[src/rtl/fetch_unit.sv]
// Fetch stage: PC register, next-PC selection and an optional direct-mapped BTB with 2-bit counters.
// Define FETCH_BP_EN to build the BTB/predictor; otherwise fetch is purely sequential.
module fetch_unit #(
  parameter int unsigned XLEN         = 32,
  parameter int unsigned PC_BITS      = 5,
  parameter int unsigned BTB_IDX_BITS = 3,
  parameter logic [PC_BITS-1:0] RESET_PC = '0
) (
  input  logic               clk,
  input  logic               rst,
  input  logic               stall_F,
  input  logic               EX_taken,
  input  logic [PC_BITS-1:0] EX_redirect_pc,
  input  logic               EX_bp_update,
  input  logic [PC_BITS-1:0] EX_bp_pc,
  input  logic [PC_BITS-1:0] EX_bp_target,
  input  logic               EX_bp_outcome,
  output logic [PC_BITS-1:0] imem_addr,
  input  logic [XLEN-1:0]    imem_rdata,
  output logic [PC_BITS-1:0] F_pc,
  output logic [XLEN-1:0]    F_inst,
  output logic               F_BP_taken
);

  logic [PC_BITS-1:0] r_pc;
  logic [PC_BITS-1:0] w_pc_next;
  logic [PC_BITS-1:0] w_pc_plus1;
  logic               w_pred_taken;
  logic [PC_BITS-1:0] w_pred_target;

`ifdef FETCH_BP_EN
  localparam int TagBits = PC_BITS - BTB_IDX_BITS;
  localparam int Entries = 1 << BTB_IDX_BITS;

  logic [Entries-1:0] r_valid;
  logic [TagBits-1:0] r_tag    [Entries];
  logic [PC_BITS-1:0] r_target [Entries];
  logic [1:0]         r_ctr    [Entries];

  logic [BTB_IDX_BITS-1:0] w_lkp_idx;
  logic [TagBits-1:0]      w_lkp_tag;
  logic [BTB_IDX_BITS-1:0] w_upd_idx;
  logic [TagBits-1:0]      w_upd_tag;
  logic                    w_upd_hit;
  logic [1:0]              w_upd_ctr;

  assign w_lkp_idx = r_pc[BTB_IDX_BITS-1:0];
  assign w_lkp_tag = r_pc[PC_BITS-1:BTB_IDX_BITS];
  assign w_upd_idx = EX_bp_pc[BTB_IDX_BITS-1:0];
  assign w_upd_tag = EX_bp_pc[PC_BITS-1:BTB_IDX_BITS];

  // Lookup reads registered state only, so a same-cycle update is never bypassed.
  assign w_pred_taken  = r_valid[w_lkp_idx] && (r_tag[w_lkp_idx] == w_lkp_tag) &&
                         r_ctr[w_lkp_idx][1];
  assign w_pred_target = r_target[w_lkp_idx];

  assign w_upd_hit = r_valid[w_upd_idx] && (r_tag[w_upd_idx] == w_upd_tag);

  always_comb begin
    w_upd_ctr = r_ctr[w_upd_idx];
    if (EX_bp_outcome) begin
      if (r_ctr[w_upd_idx] != 2'd3) w_upd_ctr = r_ctr[w_upd_idx] + 2'd1;
    end else begin
      if (r_ctr[w_upd_idx] != 2'd0) w_upd_ctr = r_ctr[w_upd_idx] - 2'd1;
    end
  end

  always_ff @(posedge clk) begin
    if (rst) begin
      r_valid <= '0;
      for (int i = 0; i < Entries; i++) r_ctr[i] <= 2'd1;
    end else if (EX_bp_update) begin
      if (w_upd_hit) begin
        r_ctr[w_upd_idx] <= w_upd_ctr;
        if (EX_bp_outcome) r_target[w_upd_idx] <= EX_bp_target;
      end else if (EX_bp_outcome) begin
        r_valid[w_upd_idx]  <= 1'b1;
        r_tag[w_upd_idx]    <= w_upd_tag;
        r_target[w_upd_idx] <= EX_bp_target;
        r_ctr[w_upd_idx]    <= 2'd2;
      end
    end
  end
`else
  logic w_unused_bp;
  assign w_unused_bp   = ^{EX_bp_update, EX_bp_pc, EX_bp_target, EX_bp_outcome};
  assign w_pred_taken  = 1'b0;
  assign w_pred_target = '0;
`endif

  assign w_pc_plus1 = r_pc + 1'b1;

  always_comb begin
    w_pc_next = w_pc_plus1;
    if (rst) begin
      w_pc_next = RESET_PC;
    end else if (EX_taken) begin
      w_pc_next = EX_redirect_pc;
    end else if (stall_F) begin
      w_pc_next = r_pc;
    end else if (w_pred_taken) begin
      w_pc_next = w_pred_target;
    end
  end

  always_ff @(posedge clk) begin
    r_pc <= w_pc_next;
  end

  assign imem_addr = r_pc;
  assign F_pc      = r_pc;
  assign F_inst    = imem_rdata;
  // A redirecting cycle squashes this fetch, so its prediction is meaningless.
  assign F_BP_taken = w_pred_taken & ~EX_taken;

endmodule

[config.mk]
export PLATFORM = sky130hd
export DESIGN_NAME = fetch_unit
export DESIGN_NICKNAME = d
export VERILOG_FILES = /design/src/rtl/fetch_unit.sv
export SDC_FILE = /design/constraint.sdc
export NUM_CORES = 1
export LEC_CHECK = 0
export BUFFER_PORTS_ARGS = -buffer_cell sky130_fd_sc_hd__buf_4
export CAP_MARGIN = 20
export CORE_MARGIN = 4
export CORE_UTILIZATION = 24
export DETAILED_ROUTE_END_ITERATION = 8
export PLACE_DENSITY = 0.76
export SYNTH_ARGS = -nofsm -noshare
export SYNTH_HDL_FRONTEND = slang
export SYNTH_SLANG_ARGS = --single-unit
[constraint.sdc]
create_clock -name clk -period 1.1 [get_ports clk]
set_input_delay 0.165 -clock clk [delete_from_list [all_inputs] [get_ports clk]]
set_output_delay 0.165 -clock clk [all_outputs]
set_load 0.01 [all_outputs]
==> results of run 1 <==
## logic make-up after synthesis
group | count (synthesis)
AOI/OAI and AO/OA | 6
xor gates and xnor gates | 4
adders and majority gates | 1
buffers and inverters | 42
DFF | 5
muxes | 3
other | 1
and+or+nand+nor | 5
## power by group through the flow
stage               combinational (mW)  clock (mW)  sequential (mW)
finish                           0.157       0.218            0.211
global route                     0.169       0.238            0.214
CTS                              0.161       0.233            0.211
detailed placement               0.160           0            0.215
global placement                 0.154           0            0.214
floorplan                        0.198           0            0.225
## cell type report
type	count	area (sq um)	share of cell area (%)
multi-input cells	20	164	32.8
repair buffers	21	158	31.6
flip-flops and latches	5	105	21.1
well taps	28	35.0	7.02
clock buffers	4	26.3	5.26
inverters	3	11.3	2.26
## cells in the final DEF, fill, tap and decap left out, types with 2 or more instances in the layout
cell and n:
mux2i_1 2, dfxtp_1 3, o21a_1 3, xnor2_1 4, inv_1 3, nor2_1 2
a21oi_1 3, buf_4 21, nand4b_1 2, clkbuf_4 3
## worst reg2reg max path: cells and delay by family (launching register included)
family | cells | cell delay [ps]
AND/OR/NAND/NOR | 1 | 50
flip-flops | 1 | 340
multiplexers | 2 | 390
adder cells (fa/ha/maj) | 1 | 220
## layer usage
metal  wire length, microns  global-route usage, %  vias up
met1                    335                   5.35      134
met2                    401                   7.68       21
met4                     34                   5.76        0
met5                      0                      0        -
li1                       -                      -      144
met3                    176                   5.80       12
## path summary, 6_finish.rpt
kind                        startpoint                    to  depth (start not counted)
setup / recovery  F_pc[0]$_SDFFE_PP0P_  F_pc[1]$_SDFFE_PP0P_                          4
setup reg to reg  F_pc[0]$_SDFFE_PP0P_  F_pc[1]$_SDFFE_PP0P_                          4
hold reg to reg   F_pc[4]$_SDFFE_PP0P_  F_pc[4]$_SDFFE_PP0P_                          2
hold / removal                     rst  F_pc[0]$_SDFFE_PP0P_                          2
## what timing repair did
item                       in CTS  in global routing
cloned                          0                  0
pin swaps                       0                  0
hold buffers                    0                  0
setup endpoints to repair       1                  1
## per-stage QoR
stage	cell area [sq um]	setup slack, ps	instances	util [%]	hold slack, ps
floorplan	571	5.55	67	-	228
global route	499	-38.7	81	22.6	115
detailed placement	473	-7.55	77	21.4	330
CTS	499	-23.6	81	22.6	111
finish	499	-14.9	81	22.6	125
global placement	473	22.6	77	21.4	330
==> results.toml, run 1 <==
[status]
status = "complete, but fails checks"
violations = "negative setup slack"

[cts]
numCtsBuffers = 3
ctsResizeCount = 0
clock_path_buffers = 2
postCtsSetupBuffers = 0
clock_sinks = 5
clkLatencyLatePin_ps = 240
htree_levels = 1
clk_pin_slew_ps = 40
root_buffer = "clkbuf_4"
cts_tree = "yes"

[setup_path]
crit_buf_inv = 0
critical_path_class = "flop to flop"
crit_slowest_cell = "dfxtp_4"
crit_arrival_ps = 1240
reg2reg_setup_slack_ps = -10
cp_top_family = "multiplexers"
crit_path_start_kind = "flop"
cp.required_ps = 1230
crit_path_cell_trace = "ha_4 > mux2_2 > mux2i_1 > nor2_1"
critical-path-max-stage-delay_ps = 340
crit_fanout = 2
setup.worst_path.end_class = "flop"

[route]
vias = 311
routed_via_density = 3.84
drc_errors = 0
wl_per_cell_microns = 11.7
drt_wl_total_microns = 948
ant_nets = 0
firstDrtPassIters = 2
first_iter_violations = 1

[logic_synthesis]
yosysMostFrequentCell = "buf_4"
synth_largest_area_cell = "buf_4"
syn_area_per_cell_sq_um = 8.25
yosys_warnings = 0
synthArstFlopShare_pct = 0
synth_compound_area_share_pct = 6.79
ys_seq_area_share_pct = 18.1
syn-num-nets = 121
netlist.area_leader.share_pct = 51.6
synthTopCellsByCount = "buf_4, dfxtp_1, xnor2_1"
synth_top_family_by_area = "buffers and inverters"
synthFlopType = "dfxtp_1"
synthSimpleGateAreaFrac_pct = 5.66
synth_xor_area_share_pct = 6.33
syn_area_sq_um = 553
synthCells = 67
muxShareOfSynthArea_pct = 5.66
synth_edf_count = 0
ys_types = 14
synth_fa_ha_area_share_pct = 2.26
synth-seq-cells = 5
synthTopCellsByArea = "buf_4, dfxtp_1, xnor2_1, o21a_1, mux2i_1"

[power_and_ir_drop]
p_switching_mw = 0.159
power_density_nw_per_um2 = 1180
vdd_drop_max_uv = 618
comb_power_share_pct = 26.8
power_mw = 0.587
p_seq_share_pct = 36.0
p_sw_share_pct = 27.1
p_int_mw = 0.428
leakage_nw = 0.235
p_clk_share_pct = 37.2

[die]
dieArea_sq_um = 3140
core_area_sq_um = 2210
die_width_microns = 56.0
top_level_ports = 96
initial_core_util_pct = 25.0
placementRows = 17
die_h_microns = 56.0

[cells_and_area]
largest_register_ff_count = 5
antenna_cells = 0
layout.nets = 108
fill_cells = 264
drive_gt1_share_pct = 52.8
syn_to_final_growth_pct = -9.73

[placed_design]
port_buffers = 18
gp_congestion = 0.652

[global_route]
antenna_found_initial = 0
grt_util_all_layers_pct = 6.02
grt_pass1_vias = 298
overflow = 0
grt_max_degree = 9
grt_pass1_wl_microns = 1370

[run]
max_cap_violations = 0

[sta]
rsz0062_at_grt = "yes"
fin_crit_ps = 1110
worst_clock_skew_ps = 6.32
fmaxAchievable_ghz = 0.897
drv_slew = 0
hold_viol = 0
period_share_pct = 101
tns_ps = -14.9
setup_ws_ps = -14.9
finalSetupViolations = 1

[min_path]
min_path_type = "input pin to flop"
Power figures use the tool's default switching activity.
==> inputs of run 2 (changes only) <==
--- a/config.mk
+++ b/config.mk
@@ -5,12 +5,14 @@
 export SDC_FILE = /design/constraint.sdc
 export NUM_CORES = 1
 export LEC_CHECK = 0
+export ABC_AREA = 1
 export BUFFER_PORTS_ARGS = -buffer_cell sky130_fd_sc_hd__buf_4
 export CAP_MARGIN = 20
 export CORE_MARGIN = 4
-export CORE_UTILIZATION = 24
+export CORE_UTILIZATION = 25
 export DETAILED_ROUTE_END_ITERATION = 8
-export PLACE_DENSITY = 0.76
+export PLACE_DENSITY = 0.77
+export SLEW_MARGIN = 15
 export SYNTH_ARGS = -nofsm -noshare
 export SYNTH_HDL_FRONTEND = slang
 export SYNTH_SLANG_ARGS = --single-unit
==> run 2 against run 1 <==
The flow now finishes without violations. Combinational power down 12%. Non-clock buffer count down 1. Area after synthesis up 4.1%. Sequential share of layout area down 1.1 points. Clock power down 6%. Die area about the same. Critical path depth down 3. Sequential cell count unchanged. Cell count up 20%. Maximum frequency up 8.9%. Largest cell class unchanged. Highest routed layer unchanged.
==> results.toml, run 2 <==
[logic_synthesis]
yosysMostFrequentCell = "buf_4"
synthTopCellsByArea = "buf_4, dfxtp_1, nand2_1, inv_1, nand3_1"
synthArstFlopShare_pct = 0
ys_seq_area_share_pct = 17.4
syn-num-nets = 137
yosys_warnings = 0
netlist.area_leader.share_pct = 49.6
synthTopCellsByCount = "buf_4, nand2_1, inv_1"
ys_types = 14
synthCells = 83
synth_largest_area_cell = "buf_4"
syn_area_per_cell_sq_um = 6.93
synth-seq-cells = 5
synthFlopType = "dfxtp_1"
syn_area_sq_um = 576
synth_edf_count = 0

[global_route]
grt_pass1_wl_microns = 1550
grt_util_all_layers_pct = 6.51
grt_max_degree = 8
antenna_found_initial = 0
grt_pass1_vias = 422
overflow = 0

[setup_path]
crit_fanout = 7
reg2reg_setup_slack_ps = 120
cp.required_ps = 940
crit_path_start_kind = "flop"
crit_path_cell_trace = "buf_4"
critical_path_cell_count = 1
setup.worst_path.end_class = "output port"
cp_top_family = "flip-flops"
crit_slowest_cell = "dfxtp_1"
crit_arrival_ps = 860
worstRegToRegCells = 4
critical-path-max-stage-delay_ps = 450
crit_buf_inv = 1
critical_path_class = "flop to output port"

[die]
placementRows = 17
initial_core_util_pct = 26.0
die_width_microns = 56.0
top_level_ports = 96
dieArea_sq_um = 3130
die_h_microns = 56.0
core_area_sq_um = 2210

[cts]
ctsResizeCount = 0
postCtsSetupBuffers = 0
hold_buffers = 0
root_buffer = "clkbuf_4"
cts_tree = "yes"
clkLatencyLatePin_ps = 240
clk_pin_slew_ps = 40
htree_levels = 1
clock_path_buffers = 2
numCtsBuffers = 3
clock_sinks = 5

[power_and_ir_drop]
p_sw_share_pct = 26.9
p_int_mw = 0.405
p_clk_share_pct = 37.1
leakage_nw = 0.265
p_switching_mw = 0.149
p_seq_share_pct = 38.0
power_density_nw_per_um2 = 1100
power_mw = 0.554
vdd_drop_max_uv = 266
comb_power_share_pct = 24.9

[sta]
fin_crit_ps = 1020
rsz0062_at_grt = "no"
period_share_pct = 93.0
fmaxAchievable_ghz = 0.977
finalSetupViolations = 0
drv_slew = 0
hold_viol = 0
worst_clock_skew_ps = 0.0761
tns_ps = 0
timing.hold.ws_ps = 108

[route]
drc_errors = 0
routed_via_density = 4.11
wl_per_cell_microns = 10.3
drt_wl_total_microns = 996
ant_nets = 0
vias = 399
first_iter_violations = 9
firstDrtPassIters = 4

[placed_design]
gp_congestion = 0.749
port_buffers = 18
dp_hpwl_microns = 825

[cells_and_area]
layout_commonest_cell = "buf_4"
layout.nets = 124
final_util_pct = 22.7
drive_gt1_share_pct = 36.2
final_cell_mix = "buf_4, nand2_1, inv_1, dfxtp_1, nand3_1"
largest_register_ff_count = 5
syn_to_final_growth_pct = -12.8
antenna_cells = 0

[min_path]
holdPathStages = 2
min_path_type = "input pin to flop"

[status]
status = "finished, final reports clean"

[run]
max_cap_violations = 0
run 2: cell count changes after synthesis, moves of 2 or more:
| cell | delta |
|---|---|
| o21a_1 | -3 |
| xnor2_1 | -4 |
| nand4_1 | +2 |
| inv_1 | +4 |
| o21ai_0 | +2 |
| mux2i_1 | -2 |
| xor2_1 | +2 |
| nand4b_1 | -2 |
| nand3_1 | +5 |
| nand2_1 | +13 |
run 2: power by group through the flow:
stage          combinational (mW)  clock (mW)  sequential, mW
2_1_floorplan               0.186           0           0.221
3_3_place_gp                0.137           0           0.212
3_5_place_dp                0.139           0           0.213
4_1_cts                     0.140       0.216           0.210
5_1_grt                     0.153       0.222           0.212
6_report                    0.138       0.206           0.210
run 2: routing by layer:
metal,routed length [microns],vias to the layer above,global-route usage (%),share of wire (%)
li1,-,188,-,-
met2,504,29,10.2,51
met1,282,172,3.88,28
met5,0,-,0,0
met4,46,0,9.49,4.6
met3,163,10,4.64,16
run 2: layout make-up:
type                       instances  area (sq um)
sequential                         5           100
inverter                           8          30.0
multi-input combinational         32           160
clock buffer                       4          26.3
tap                               28          35.0
timing repair buffer              20           150
fill                             267          1710
run 2: cells by family after synthesis:
logic type,Yosys count,share of synthesized area [%]
adders and majority gates,1,2.17
AOI/OAI and AO/OA,6,5.22
buffers and inverters,46,54.8
xor gates and xnor gates,2,3.04
DFF,5,17.4
other,1,0.652
and+or+nand+nor,22,16.7
run 2: path summary, 6_finish.rpt:
kind	startpoint	endpoint
min reg2reg	F_pc[4]$_SDFFE_PP0P_	F_pc[4]$_SDFFE_PP0P_
min	rst	F_pc[4]$_SDFFE_PP0P_
max	F_pc[2]$_SDFFE_PP0P_	imem_addr[2]
max reg2reg	F_pc[0]$_SDFFE_PP0P_	F_pc[2]$_SDFFE_PP0P_
run 2: per-stage QoR:
step                      setup slack (ps)  instances  instance area, sq um
final                                 76.6         97                   502
after global routing                  30.3         97                   502
after CTS                             56.4         97                   502
after detailed placement               127         93                   475
after global placement                 159         93                   475
after floorplan                       72.6         83                   576
